## src/rtl/uart_bus_master.sv

```systemverilog
// UART command bridge: 'W'/'R' + little-endian address (+ write data) drives one valid/ready bus transfer.
// Optional bus timeout: define UART_BUS_MASTER_TIMEOUT_EN (then TIMEOUT_CYCLES applies).
`timescale 1ns/1ps
module uart_bus_master #(
   parameter int CLK_FREQ       = 1000000,
   parameter int BAUDRATE       = 115200,
   parameter int TIMEOUT_CYCLES = 1024
) (
   input  logic        clk,
   input  logic        resetn,
   input  logic        rx,
   output logic        tx,
   output logic        mem_valid,
   output logic [31:0] mem_addr,
   output logic [3:0]  mem_wstrb,
   output logic [31:0] mem_wdata,
   input  logic [31:0] mem_rdata,
   input  logic        mem_ready
);

   localparam int BIT_DURATION = (CLK_FREQ + BAUDRATE / 2) / BAUDRATE;
   localparam int HALF_BIT     = BIT_DURATION / 2;
   localparam int CW           = $clog2(BIT_DURATION + 1);
   localparam logic [CW-1:0] BIT_LAST  = CW'(BIT_DURATION - 1);
   localparam logic [CW-1:0] HALF_LAST = CW'(HALF_BIT - 1);
   localparam logic [7:0] CMD_W = 8'h57;
   localparam logic [7:0] CMD_R = 8'h52;

   typedef enum logic [1:0] {RX_IDLE, RX_START, RX_DATA, RX_STOP} rx_state_t;
   typedef enum logic [2:0] {ST_CMD, ST_ADDR, ST_WDATA, ST_BUS, ST_RESP} st_t;

   // ---------------- receiver ----------------
   rx_state_t     rx_state, rx_next;
   logic [2:0]    rx_sync;
   logic          rx_s, rx_fall;
   logic [CW-1:0] rx_cnt;
   logic [2:0]    rx_bit;
   logic [7:0]    rx_byte;
   logic          rx_valid, rx_err;

   assign rx_s    = rx_sync[1];
   assign rx_fall = rx_sync[2] & ~rx_sync[1];

   always_comb begin
      rx_next = rx_state;
      case (rx_state)
         RX_IDLE:  if (rx_fall) rx_next = RX_START;
         RX_START: if (rx_cnt == HALF_LAST) rx_next = rx_s ? RX_IDLE : RX_DATA;
         RX_DATA:  if (rx_cnt == BIT_LAST && rx_bit == 3'd7) rx_next = RX_STOP;
         RX_STOP:  if (rx_cnt == BIT_LAST) rx_next = RX_IDLE;
         default:  rx_next = RX_IDLE;
      endcase
   end

   always_ff @(posedge clk or negedge resetn) begin
      if (!resetn) begin
         rx_state <= RX_IDLE;
         rx_sync  <= '1;
         rx_cnt   <= '0;
         rx_bit   <= '0;
         rx_byte  <= '0;
         rx_valid <= 1'b0;
         rx_err   <= 1'b0;
      end else begin
         rx_state <= rx_next;
         rx_sync  <= {rx_sync[1:0], rx};
         rx_valid <= 1'b0;
         rx_err   <= 1'b0;
         if (rx_state == RX_IDLE || rx_next != rx_state ||
             (rx_state == RX_DATA && rx_cnt == BIT_LAST))
            rx_cnt <= '0;
         else
            rx_cnt <= rx_cnt + CW'(1);
         if (rx_state == RX_IDLE)
            rx_bit <= '0;
         if (rx_state == RX_DATA && rx_cnt == BIT_LAST) begin
            rx_byte <= {rx_s, rx_byte[7:1]};
            rx_bit  <= rx_bit + 3'd1;
         end
         // A low stop bit is reported separately so the parser can drop the command.
         if (rx_state == RX_STOP && rx_cnt == BIT_LAST) begin
            rx_valid <= rx_s;
            rx_err   <= ~rx_s;
         end
      end
   end

   // ---------------- transmitter ----------------
   logic [9:0]    tx_shift;
   logic [3:0]    tx_bit;
   logic [CW-1:0] tx_cnt;
   logic          tx_busy, tx_ready, tx_start;
   logic [7:0]    tx_byte;

   // Ready on the final stop-bit cycle too, so response bytes go out back-to-back.
   assign tx_ready = !tx_busy || (tx_bit == 4'd9 && tx_cnt == BIT_LAST);
   assign tx       = tx_shift[0];

   always_ff @(posedge clk or negedge resetn) begin
      if (!resetn) begin
         tx_shift <= '1;
         tx_bit   <= '0;
         tx_cnt   <= '0;
         tx_busy  <= 1'b0;
      end else if (tx_start) begin
         tx_shift <= {1'b1, tx_byte, 1'b0};
         tx_bit   <= '0;
         tx_cnt   <= '0;
         tx_busy  <= 1'b1;
      end else if (tx_busy) begin
         if (tx_cnt == BIT_LAST) begin
            tx_cnt   <= '0;
            tx_shift <= {1'b1, tx_shift[9:1]};
            tx_bit   <= tx_bit + 4'd1;
            if (tx_bit == 4'd9) tx_busy <= 1'b0;
         end else begin
            tx_cnt <= tx_cnt + CW'(1);
         end
      end
   end

   // ---------------- parser / bus ----------------
   st_t         state, state_next;
   logic        is_write, bus_err, bus_tmo;
   logic [1:0]  byte_cnt;
   logic [2:0]  resp_idx, resp_len;
   logic [31:0] rdata;

`ifdef UART_BUS_MASTER_TIMEOUT_EN
   localparam int TW = $clog2(TIMEOUT_CYCLES + 1);
   logic [TW-1:0] tmo_cnt;

   always_ff @(posedge clk or negedge resetn) begin
      if (!resetn)        tmo_cnt <= '0;
      else if (!mem_valid) tmo_cnt <= '0;
      else                tmo_cnt <= tmo_cnt + TW'(1);
   end

   assign bus_tmo = mem_valid && !mem_ready && (tmo_cnt == TW'(TIMEOUT_CYCLES - 1));
`else
   assign bus_tmo = 1'b0;
`endif

   assign resp_len = (is_write || bus_err) ? 3'd1 : 3'd4;
   assign tx_start = (state == ST_RESP) && (resp_idx != resp_len) && tx_ready;

   always_comb begin
      tx_byte = rdata[{resp_idx[1:0], 3'b000} +: 8];
      if (bus_err)       tx_byte = 8'h45;
      else if (is_write) tx_byte = 8'h4B;
   end

   always_comb begin
      state_next = state;
      case (state)
         ST_CMD:
            if (rx_valid && (rx_byte == CMD_W || rx_byte == CMD_R)) state_next = ST_ADDR;
         ST_ADDR:
            if (rx_err) state_next = ST_CMD;
            else if (rx_valid && byte_cnt == 2'd3) state_next = is_write ? ST_WDATA : ST_BUS;
         ST_WDATA:
            if (rx_err) state_next = ST_CMD;
            else if (rx_valid && byte_cnt == 2'd3) state_next = ST_BUS;
         ST_BUS:
            if (mem_valid && (mem_ready || bus_tmo)) state_next = ST_RESP;
         ST_RESP:
            if (resp_idx == resp_len && !tx_busy) state_next = ST_CMD;
         default: state_next = ST_CMD;
      endcase
   end

   always_ff @(posedge clk or negedge resetn) begin
      if (!resetn) state <= ST_CMD;
      else         state <= state_next;
   end

   always_ff @(posedge clk or negedge resetn) begin
      if (!resetn) begin
         mem_valid <= 1'b0;
         mem_addr  <= '0;
         mem_wdata <= '0;
         mem_wstrb <= '0;
         rdata     <= '0;
         is_write  <= 1'b0;
         bus_err   <= 1'b0;
         byte_cnt  <= '0;
         resp_idx  <= '0;
      end else begin
         case (state)
            ST_CMD:
               if (state_next == ST_ADDR) begin
                  is_write <= (rx_byte == CMD_W);
                  bus_err  <= 1'b0;
                  byte_cnt <= '0;
                  resp_idx <= '0;
               end
            ST_ADDR, ST_WDATA:
               if (rx_err) begin
                  byte_cnt <= '0;
               end else if (rx_valid) begin
                  if (state == ST_ADDR) mem_addr[{byte_cnt, 3'b000} +: 8]  <= rx_byte;
                  else                  mem_wdata[{byte_cnt, 3'b000} +: 8] <= rx_byte;
                  byte_cnt <= byte_cnt + 2'd1;
               end
            ST_BUS:
               // First ST_BUS cycle raises the request; the strobe is fixed for its whole life.
               if (!mem_valid) begin
                  mem_valid <= 1'b1;
                  mem_wstrb <= is_write ? 4'hF : 4'h0;
               end else if (mem_ready) begin
                  mem_valid <= 1'b0;
                  if (!is_write) rdata <= mem_rdata;
               end else if (bus_tmo) begin
                  mem_valid <= 1'b0;
                  bus_err   <= 1'b1;
               end
            ST_RESP:
               if (tx_start) resp_idx <= resp_idx + 3'd1;
            default: ;
         endcase
      end
   end

endmodule
```

## config.mk

```make
export PLATFORM = sky130hd
export DESIGN_NAME = uart_bus_master
export DESIGN_NICKNAME = d
export VERILOG_FILES = /design/src/rtl/uart_bus_master.sv
export SDC_FILE = /design/constraint.sdc
export NUM_CORES = 1
export LEC_CHECK = 0
export ABC_AREA = 1
export CORE_ASPECT_RATIO = 1.4
export CORE_MARGIN = 3
export CORE_UTILIZATION = 35
export CTS_CLUSTER_DIAMETER = 50
export DETAILED_ROUTE_END_ITERATION = 8
export GPL_ROUTABILITY_DRIVEN = 0
export PLACE_DENSITY = 0.64
export SLEW_MARGIN = 5
export SYNTH_ARGS = -nofsm -noshare
export SYNTH_HDL_FRONTEND = slang
export SYNTH_SLANG_ARGS = --single-unit
```

## constraint.sdc

```tcl
create_clock -name clk -period 1.7 [get_ports clk]
set_input_delay 0.17 -clock clk [delete_from_list [all_inputs] [get_ports clk]]
set_output_delay 0.17 -clock clk [all_outputs]
set_load 0.02 [all_outputs]
```

==> metrics.md <==
| Metric | Value |
|---|---|
| Post-synth top cells | `nand2_1 (239), dfrtp_1 (135), nor2_1 (64)` |
| PortBufs | `105` |
| Slowest-stage cell, CP | `clkdlybuf4s50_1` |
| Fillers | `around 1800` |
| DIE AREA | `21400 µm²` |
| Share of layout cells above drive strength 1 | `0.193` |
| Slew headroom | `0.652` |
| Setup violators final | `0` |
| Remaining antenna violation count after routing | `0` |
| Vias in the first global route | `5279` |
| CTS max path bufs | `2` |
| Period utilization | `0.967` |
| CTS tree | `built` |
| Worst-Margin Slew | `roughly 520 ps` |
| Final count of pins violating max slew | `0` |
| Vias | `around 5200` |
| Core ar. | `19300 µm²` |
| Post-Syn Nets | `782` |
| Yosys reg bits | `147` |
| Synth top area share | `0.490` |
| CP arrival | `1470 ps` |
| Worst Path Buf+Inv | `1` |
| Largest net degree at the start of global routing | `51` |
| Clock Sinks | `about 150` |
| Worst setup EP type | `output port` |
| Most common cell in the netlist | `nand2_1` |
| PD cells | `1040 nW/µm²` |
| Clk_lat worst skew | `420 ps` |
| Final min period | `1640 ps` |
| CP max stage delay | `630 ps` |
| Mapped Area | `between 6000 and 7000 µm²` |
| Clock transition at path regs | `roughly 60 ps` |
| Async set-reset flop share out of synthesis | `1.00` |
| Clk root buf | `clkbuf_16` |
| Netlist cell types | `approximately 40` |
| Seq/Total Area, Yosys | `0.536` |
| Fmax | `609 MHz` |
| WP data required | `1530 ps` |
| Drt drc | `0` |
| I/O Pins | `106` |
| Syn Inst Count | `732` |
| Pre-antenna DRT Iters | `4` |
| Yosys top cell by area | `dfrtp_1` |
| Outcome | `completed` |
| Initial antenna violation count | `0` |
| Pleak | `4.32 nW` |
| Drt wl/cell | `13.3 µm` |
| Clk_skew | `around 6.6 ps` |
| Main flop type after synthesis | `dfrtp_1` |
| Hold WC Path Type | `in2reg` |
| H-tree Lvls | `4` |
| Worst VDD drop | `0.609 mV` |
| Nets@finish | `916` |
| RSZ-0062 raised after global routing | `yes` |
| Avg Inst Size Synth | `9.41 µm²` |
| Design Power | `about 0.0093 W` |
| Endpoints failing hold | `0` |
| GRT Resource Usage Total | `0.146` |
| FP Rows | `60` |
| Hold_ws | `roughly 160 ps` |
| First-pass GRT wire length | `25500 µm` |
| ANT cells | `0` |
| Initial Util | `0.357` |
| Routed WL | `15000 µm` |
| Worst Path Max Fanout | `5` |
| Layout overhead on the synthesized area | `30.5%` |
| Crit path cell chain | `clkdlybuf4s50_1` |
| Height of the die | `172 µm` |
| YS warnings | `0` |
| Global route total overflow | `0` |
| WS Path Type | `reg2out` |
| Most area-consuming cells after synthesis | `dfrtp_1 (49%), nand2_1 (13%), mux2_2 (7.8%), dfstp_2 (4.6%), nor2_1 (3.5%)` |
| EDFF count, synth | `0` |
| Vias per cell | `approximately 4.7` |
| Element type at the critical path start | `register` |
| Cell family with most CP delay | `buffers and inverters` |
| Max Cap Viol | `0` |
| Die width | `125 µm` |
| Setup_tns | `0 ps` |
| Detailed Place HPWL | `11200 µm` |
| CTS buffer count | `17` |
| Iteration-0 DRC Markers | `312` |
-- cell usage in the layout (no fill, tap or decap), types with 2 or more instances in the layout --
| cell | n |
|---|---|
| nor2_4 | 5 |
| xor2_1 | 6 |
| a21oi_1 | 4 |
| mux2_2 | 48 |
| mux2_4 | 4 |
| clkinvlp_4 | 4 |
| o21ai_0 | 47 |
| dfstp_2 | 12 |
| nand2_2 | 5 |
| clkdlybuf4s50_1 | 103 |
| clkbuf_16 | 17 |
| ha_1 | 14 |
| o21ai_2 | 8 |
| inv_1 | 38 |
| inv_6 | 4 |
| inv_2 | 4 |
| clkinv_1 | 3 |
| clkinv_4 | 3 |
| nand2_1 | 239 |
| inv_8 | 2 |
| nand3_1 | 38 |
| dfrtp_1 | 133 |
| nor2_2 | 5 |
| buf_12 | 6 |
| buf_4 | 28 |
| nor2_1 | 60 |
| nand4_1 | 14 |
| dfrtp_2 | 2 |
| clkinv_2 | 2 |
-- per-layer routing --
metal | global-route usage | vias to the layer above | wire length [µm]
met5 | 0 | - | 0
met4 | 0.0591 | 0 | 271
met2 | 0.258 | 93 | 7700
li1 | - | 2654 | -
met1 | 0.177 | 2480 | 6600
met3 | 0.0260 | 20 | 443
-- sequential cells by signal (all words and copies together), names as in the netlist, 2 cells and up --
signal / flops
mem_addr: 32
mem_wdata: 32
rdata: 32
tx_shift: 9
rx_byte: 8
rx_cnt: 4
tx_bit: 4
tx_cnt: 4
resp_idx: 3
rx_bit: 3
rx_sync: 3
state: 3
byte_cnt: 2
rx_state: 2
-- power breakdown --
part	total, W	internal (W)	switching (W)
combinational	0.00174	0.000727	0.00101
clock	0.00347	0.00190	0.00157
sequential	0.00412	0.00387	0.000242
total	0.00933	0.00650	0.00283
-- area by class of cell --
type / count / area, µm² / area share
Sequential cell: 147 / 3700 / 0.411
Tap cell: 248 / 310 / 0.0345
Timing Repair Buffer: 140 / 1390 / 0.155
Multi-Input combinational cell: 514 / 2870 / 0.319
Clock inverter: 15 / 124 / 0.0138
Clock buffer: 17 / 425 / 0.0473
Inverter: 46 / 175 / 0.0195
-- timing repair --
action                                  CTS  global route
pin swaps                                 0             1
endpoints found under the setup margin    3            55
hold buffers                              1             0
hold endpoints to repair                 35             0
gates resized for setup                   2             7
setup buffers                             0             1
cloned                                    0             0
-- final timing paths --
path / from / end / slack [ps] / cells after the start
worst max-delay path: mem_wstrb[2]$_DFFE_PN0P_ / mem_wstrb[3] / 60 / 1
worst min-delay path: rx / rx_sync[0]$_DFF_PN1_ / 160 / 1
worst max register to register: byte_cnt[1]$_DFFE_PN0P_ / mem_wdata[21]$_DFFE_PN0P_ / 100 / 5
worst min register to register: rx_sync[0]$_DFF_PN1_ / rx_sync[1]$_DFF_PN1_ / 350 / 0
max in group asynchronous: resetn / mem_wdata[15]$_DFFE_PN0P_ / 810 / 3
min in group asynchronous: resetn / mem_addr[31]$_DFFE_PN0P_ / 290 / 2
-- per-stage QoR --
| stage | worst slack, ps | utilization | instance area [µm²] | std cells |
|---|---|---|---|---|
| global placement | 22.8 | 0.436 | 8400 | 1093 |
| global route | -30.2 | 0.466 | 8990 | 1127 |
| detailed placement | 6.60 | 0.436 | 8400 | 1093 |
| finish | 56.8 | 0.466 | 8990 | 1127 |
| floorplan | 26.6 | - | 6900 | 732 |
| CTS | 16.5 | 0.465 | 8970 | 1126 |
-- kinds of logic (layout without fill, tap and decap cells) --
family / Yosys count / in the layout / share of synthesized area
fa+ha+maj: 14 / 14 / 0.0254
xor+xnor: 6 / 6 / 0.00763
mux: 55 / 55 / 0.0922
flops: 147 / 147 / 0.536
compound gates: 63 / 63 / 0.0514
buf+inv: 71 / 218 / 0.0512
simple gates: 376 / 376 / 0.236
Note: power is estimated with default switching activity, not from simulation.
